[src/rtl/laji_pipeline_ctrl.sv]
// Hazard and sequencing controller for the 5-stage pipeline.
// Drives pipeline register enables/clears, PC load, halt drain and stats.
module laji_pipeline_ctrl #(
  parameter int REG_W        = 5,
  parameter int CNT_W        = 32,
  parameter int DRAIN_CYCLES = 2
) (
  input  logic             clk,
  input  logic             rst_n,
  input  logic             en,
  input  logic [REG_W-1:0] id_rs,
  input  logic [REG_W-1:0] id_rt,
  input  logic             id_uses_rs,
  input  logic             id_uses_rt,
  input  logic             ex_is_load,
  input  logic [REG_W-1:0] ex_wreg,
  input  logic             ex_branch_taken,
  input  logic             ex_halt,
  input  logic             dm_req,
  input  logic             dm_ready,
  output logic             pc_en,
  output logic             en_vps1,
  output logic             en_vps2,
  output logic             en_vps3,
  output logic             en_vps4,
  output logic             clear_vps1,
  output logic             clear_vps2,
  output logic             clear_vps3,
  output logic             clear_vps4,
  output logic             halted,
  output logic [CNT_W-1:0] stall_cnt,
  output logic [CNT_W-1:0] flush_cnt
);

  localparam logic [1:0] RUN      = 2'd0;
  localparam logic [1:0] MEM_WAIT = 2'd1;
  localparam logic [1:0] DRAIN    = 2'd2;
  localparam logic [1:0] HALTED   = 2'd3;

  localparam int DW = $clog2(DRAIN_CYCLES + 2);

  logic [1:0]    state;
  logic [1:0]    state_nx;
  logic [1:0]    eff;
  logic          ret_drain;
  logic          ret_drain_nx;
  logic [DW-1:0] drain_cnt;
  logic [DW-1:0] drain_nx;
  logic          stall_inc;
  logic          flush_inc;
  logic          mem_stall;
  logic          freeze;
  logic          load_use;

  assign mem_stall = dm_req && !dm_ready;
  assign freeze    = !en || mem_stall;
  assign halted    = (state == HALTED);

  assign load_use = ex_is_load && (ex_wreg != '0) &&
                    ((id_uses_rs && (id_rs == ex_wreg)) ||
                     (id_uses_rt && (id_rt == ex_wreg)));

  // MEM_WAIT behaves like the state it interrupted once memory answers
  assign eff = (state == MEM_WAIT) ? (ret_drain ? DRAIN : RUN) : state;

  always_comb begin
    pc_en        = 1'b0;
    en_vps1      = 1'b0;
    en_vps2      = 1'b0;
    en_vps3      = 1'b0;
    en_vps4      = 1'b0;
    clear_vps1   = 1'b0;
    clear_vps2   = 1'b0;
    clear_vps3   = 1'b0;
    clear_vps4   = 1'b0;
    state_nx     = state;
    ret_drain_nx = ret_drain;
    drain_nx     = drain_cnt;
    stall_inc    = 1'b0;
    flush_inc    = 1'b0;
    if (!rst_n) begin
      clear_vps1 = 1'b1;
      clear_vps2 = 1'b1;
      clear_vps3 = 1'b1;
      clear_vps4 = 1'b1;
    end else if (state == HALTED) begin
      state_nx = HALTED;
    end else if (freeze) begin
      if (mem_stall) begin
        state_nx     = MEM_WAIT;
        ret_drain_nx = (eff == DRAIN);
      end
    end else if (eff == DRAIN) begin
      clear_vps1 = 1'b1;
      clear_vps2 = 1'b1;
      en_vps3    = 1'b1;
      en_vps4    = 1'b1;
      drain_nx   = (drain_cnt == '0) ? '0 : drain_cnt - 1'b1;
      state_nx   = (drain_cnt <= DW'(1)) ? HALTED : DRAIN;
    end else if (ex_halt) begin
      clear_vps1 = 1'b1;
      clear_vps2 = 1'b1;
      en_vps3    = 1'b1;
      en_vps4    = 1'b1;
      state_nx   = DRAIN;
    end else if (ex_branch_taken) begin
      pc_en      = 1'b1;
      en_vps1    = 1'b1;
      en_vps2    = 1'b1;
      en_vps3    = 1'b1;
      en_vps4    = 1'b1;
      clear_vps1 = 1'b1;
      clear_vps2 = 1'b1;
      flush_inc  = 1'b1;
      state_nx   = RUN;
    end else if (load_use) begin
      en_vps2    = 1'b1;
      en_vps3    = 1'b1;
      en_vps4    = 1'b1;
      clear_vps2 = 1'b1;
      stall_inc  = 1'b1;
      state_nx   = RUN;
    end else begin
      pc_en    = 1'b1;
      en_vps1  = 1'b1;
      en_vps2  = 1'b1;
      en_vps3  = 1'b1;
      en_vps4  = 1'b1;
      state_nx = RUN;
    end
  end

  always_ff @(posedge clk or negedge rst_n) begin
    if (!rst_n) begin
      state     <= RUN;
      ret_drain <= 1'b0;
      drain_cnt <= DW'(DRAIN_CYCLES);
      stall_cnt <= '0;
      flush_cnt <= '0;
    end else begin
      state     <= state_nx;
      ret_drain <= ret_drain_nx;
      drain_cnt <= drain_nx;
      if (stall_inc && (stall_cnt != '1))
        stall_cnt <= stall_cnt + 1'b1;
      if (flush_inc && (flush_cnt != '1))
        flush_cnt <= flush_cnt + 1'b1;
    end
  end

endmodule

[config.mk]
export PLATFORM = sky130hd
export DESIGN_NAME = laji_pipeline_ctrl
export DESIGN_NICKNAME = d
export VERILOG_FILES = /design/src/rtl/laji_pipeline_ctrl.sv
export SDC_FILE = /design/constraint.sdc
export NUM_CORES = 1
export LEC_CHECK = 0
export ABC_AREA = 0
export CAP_MARGIN = 20
export CORE_MARGIN = 5
export CORE_UTILIZATION = 53
export DETAILED_ROUTE_END_ITERATION = 12
export PLACE_DENSITY_LB_ADDON = 0.12
export RECOVER_POWER = 50
export REMOVE_ABC_BUFFERS = 1
export SYNTH_ARGS = -nofsm -noshare
export SYNTH_HDL_FRONTEND = slang
export SYNTH_SLANG_ARGS = --single-unit
[constraint.sdc]
create_clock -name clk -period 5 [get_ports clk]
set_clock_uncertainty 0.2 [all_clocks]
set_input_delay 0.75 -clock clk [delete_from_list [all_inputs] [get_ports clk]]
set_output_delay 0.75 -clock clk [all_outputs]
set_load 0.03 [all_outputs]
==> Flow_metrics.wiki <==
{| class="wikitable"
! Metric !! Value
|-
| Total global routing track utilization || 20.3%
|-
| Critical Path Stages || 7
|-
| # resized after CTS || 0
|-
| Relative area change from synthesis to final layout || 32.9%
|-
| Maximum clock path buffer count || 2
|-
| Routed wire length per instance || 15.5 µm
|-
| Die Footprint || 0.00887 mm²
|-
| Unrepaired setup endpoints after global routing || no
|-
| Critical R2R Capture || stall_cnt[17]
|-
| Clk pin slew, worst setup/hold paths || 0.07 ns
|-
| Design area || 0.00499 mm²
|-
| Switching fraction of total power || 26.1%
|-
| Final slew viol count || 0
|-
| Worst reg2reg path depth || 6
|-
| Count of endpoints failing hold in the final timing report || 0
|-
| Period utilisation layout || 80.6%
|-
| Number of design rule violations left after detail routing || 0
|-
| CTS tree || done
|-
| Synthesized area per cell || 10.4 µm²
|-
| Boundary Pins || 99
|-
| Number of hold buffers added after CTS || 0
|-
| Syn Std Cell Area || 0.00375 mm²
|-
| Total inserted antenna cells || 0
|-
| Start of the worst register-to-register path || state[1]
|-
| Number of setup violations in the final report || 0
|-
| Die boundary height || 94.2 µm
|-
| Leading cell type in the layout, fill and taps excluded || clkdlybuf4s50_1
|-
| Async set or reset register ratio after synthesis || 100%
|-
| Top cells by area in the synthesized netlist || dfrtp_1 (45%), xnor2_1 (8.9%), xor2_1 (7.9%), nand2_1 (3.9%), nand3_1 (3.7%)
|-
| Overall die width || 94.2 µm
|-
| Reg power frac || 45.9%
|-
| Worst Path Max Fanout || 3
|-
| Number of distinct standard cells referenced by the synthesized netlist || 51
|-
| Violation count after the first detailed-route iteration || 78
|-
| Type of the tightest min-delay check || input port to asynchronous set/reset pin
|-
| Post-synth top area cell || dfrtp_1
|-
| Dominant synthesized flop cell || dfrtp_1
|-
| Total buffers and inverters traversed by the critical path || 2
|-
| Clock period minus worst slack || 4.03 ns
|-
| Post-synth EDFFs || 0
|-
| Core footprint || 0.00683 mm²
|-
| Clock network fraction of design power || 40.3%
|-
| Post-CTS setup repair buffer count || 0
|-
| CP Cell Sequence || clkdlybuf4s50_1, or4_1, o21ai_1, nand2b_1, nor2_1, nor2_1, clkdlybuf4s50_1
|-
| Routability cong. || 0.874
|-
| Vias in the first global route || 3009
|-
| Net total in the final layout || 489
|-
| Largest net degree at the start of global routing || 48
|-
| Antenna Nets Post-Route || 0
|-
| Input/output buffers || 98
|-
| R2R setup slack || 2.27 ns
|-
| Syn. warnings || 0
|-
| Setup CP Type || input port to primary output
|-
| Total number of H-tree levels || 3
|-
| Synthesized netlist cell count || 360
|-
| Worst path max stage delay || 0.70 ns
|-
| Global-route wire length before repair || 14.3 mm
|-
| Total clock sinks || 69
|-
| Power density over cell area || 261 mW/mm²
|-
| Dpl cell area || 0.00480 mm²
|-
| Proportion of synthesized chip area in sequential cells || 46.0%
|-
| Result of the run || complete, no violations
|-
| Pre-Repair DR Iteration Count || 4
|-
| Initial Utilization || 54.9%
|-
| Startpoint of the most critical setup path || ex_wreg[1]
|-
| CP max stage cell || clkdlybuf4s50_1
|-
| Clock latency reported for the late side of the worst-skew pair || 0.34 ns
|-
| Top library cells by usage in the layout, fill and taps aside || clkdlybuf4s50_1 (73), dfrtp_1 (68), nand2_1 (39), xnor2_1 (38), xor2_1 (34)
|-
| DP Wirelength || 6.52 mm
|-
| Peak supply drop || 0.000230 V
|-
| Clock buffer count from CTS || 9
|-
| Fraction of layout instances using a drive strength above 1 || 8.99%
|-
| Upper clock frequency limit || 248 MHz
|-
| Nature of the critical path endpoint || primary output
|-
| Switching power summed over all nets || 0.340 mW
|-
| Slew margin rel. || 28.5%
|-
| Max cap viols || 0
|-
| CP top delay family || buffers and inverters
|-
| Register bit total from synthesis || 69
|-
| Share of the synthesized area in the top cell type || 45.3%
|-
| Initial antenna violation count || 0
|-
| Final sum of negative setup slack || 0 ns
|-
| Critical path arrival || 3.08 ns
|-
| Transition time at the pin with the least slew margin || 1.07 ns
|-
| Vias per std cell || 5.42
|-
| Row Count || 30
|-
| CP Launch Type || input port
|-
| GRT overflow || 0
|-
| Clk Tree Root Cell || clkbuf_8
|-
| Leak Pwr || 2.28 nW
|-
| Internal power contribution || 0.961 mW
|-
| Vias || 3053
|-
| Required time reported for the critical path endpoint || 4.05 ns
|-
| Routed wire length || 8.72 mm
|-
| Combinational cell fraction of total power || 13.9%
|}
[flip-flops by register name (all words and copies together) (netlist names)]
| register | count |
|---|---|
| state | 2 |
| flush_cnt | 32 |
| ret_drain | 1 |
| stall_cnt | 32 |
| drain_cnt | 2 |
[cell families (layout without fill, tap and decap cells)]
kind of cell / count (synthesis) / count (layout) / share of synthesized area, %
compound gates: 19 / 19 / 4.10
simple gates: 177 / 177 / 29.0
xor+xnor: 72 / 72 / 16.8
flops: 69 / 69 / 46.0
fa+ha+maj: 2 / 2 / 0.667
buf+inv: 19 / 126 / 2.83
mux: 2 / 2 / 0.600
[layout make-up]
cell class / instances / area (µm²)
clock inverters: 5 / 81.3
flip-flops and latches: 69 / 1730
well taps: 96 / 120
repair buffers: 100 / 986
fillers: 533 / 1840
inverters: 10 / 37.5
clock buffers: 11 / 151
multi-input cells: 272 / 1880
[power groups by stage]
stage	registers, mW	logic, mW	clock network [mW]
after global placement	0.606	0.184	0
after detailed placement	0.609	0.189	0
after CTS	0.598	0.190	0.532
after floorplan	0.618	0.0889	0
final	0.597	0.180	0.524
after global routing	0.600	0.197	0.557
[per-stage QoR]
stage               instances  worst slack [ns]  hold slack (ns)  total power [mW]  utilization [%]
floorplan                 351              1.59            0.254             0.707                -
global placement          547              1.01            0.277             0.790             70.2
detailed placement        547             0.969            0.279             0.798             70.2
CTS                       563             0.962           0.0583              1.32             73.6
global route              563             0.886            0.187              1.35             73.0
finish                    563             0.972            0.181              1.30             73.0
[how the worst max path moves through the flow]
stage | endpoint | slack [ns]
2_1_floorplan | en_vps1 | 1.59
3_3_place_gp | en_vps1 | 1.01
3_5_place_dp | en_vps1 | 0.97
4_1_cts | en_vps1 | 0.96
5_1_grt | en_vps1 | 0.89
6_report | en_vps1 | 0.97
[routing by layer]
layer / up-vias / wire [µm] / GRT usage [%]
met5: - / 0 / 0
met4: 0 / 73 / 5.66
met3: 6 / 502 / 5.37
met2: 79 / 4520 / 34.8
met1: 1506 / 3630 / 25.2
li1: 1462 / - / -
[synth_stat cells, types with 2 or more instances]
master    count
nor3_4        2
and4_1        4
nor4_1        6
nor4_4        2
nor3_2        5
and3_1       10
dfrtp_1      68
or2_1         2
buf_4         3
nand2_1      39
nand4_1      19
nor3_1        8
nand3_1      28
o22ai_1       3
a21oi_1       3
buf_6         3
ha_1          2
o21ai_0       5
nand2b_1      4
inv_1        10
nor4_2        5
clkbuf_1      2
xnor2_1      38
and2_1        7
nor2_1       22
nand3_2       2
xor2_1       34
No activity file was read; power rests on OpenSTA's default activity.
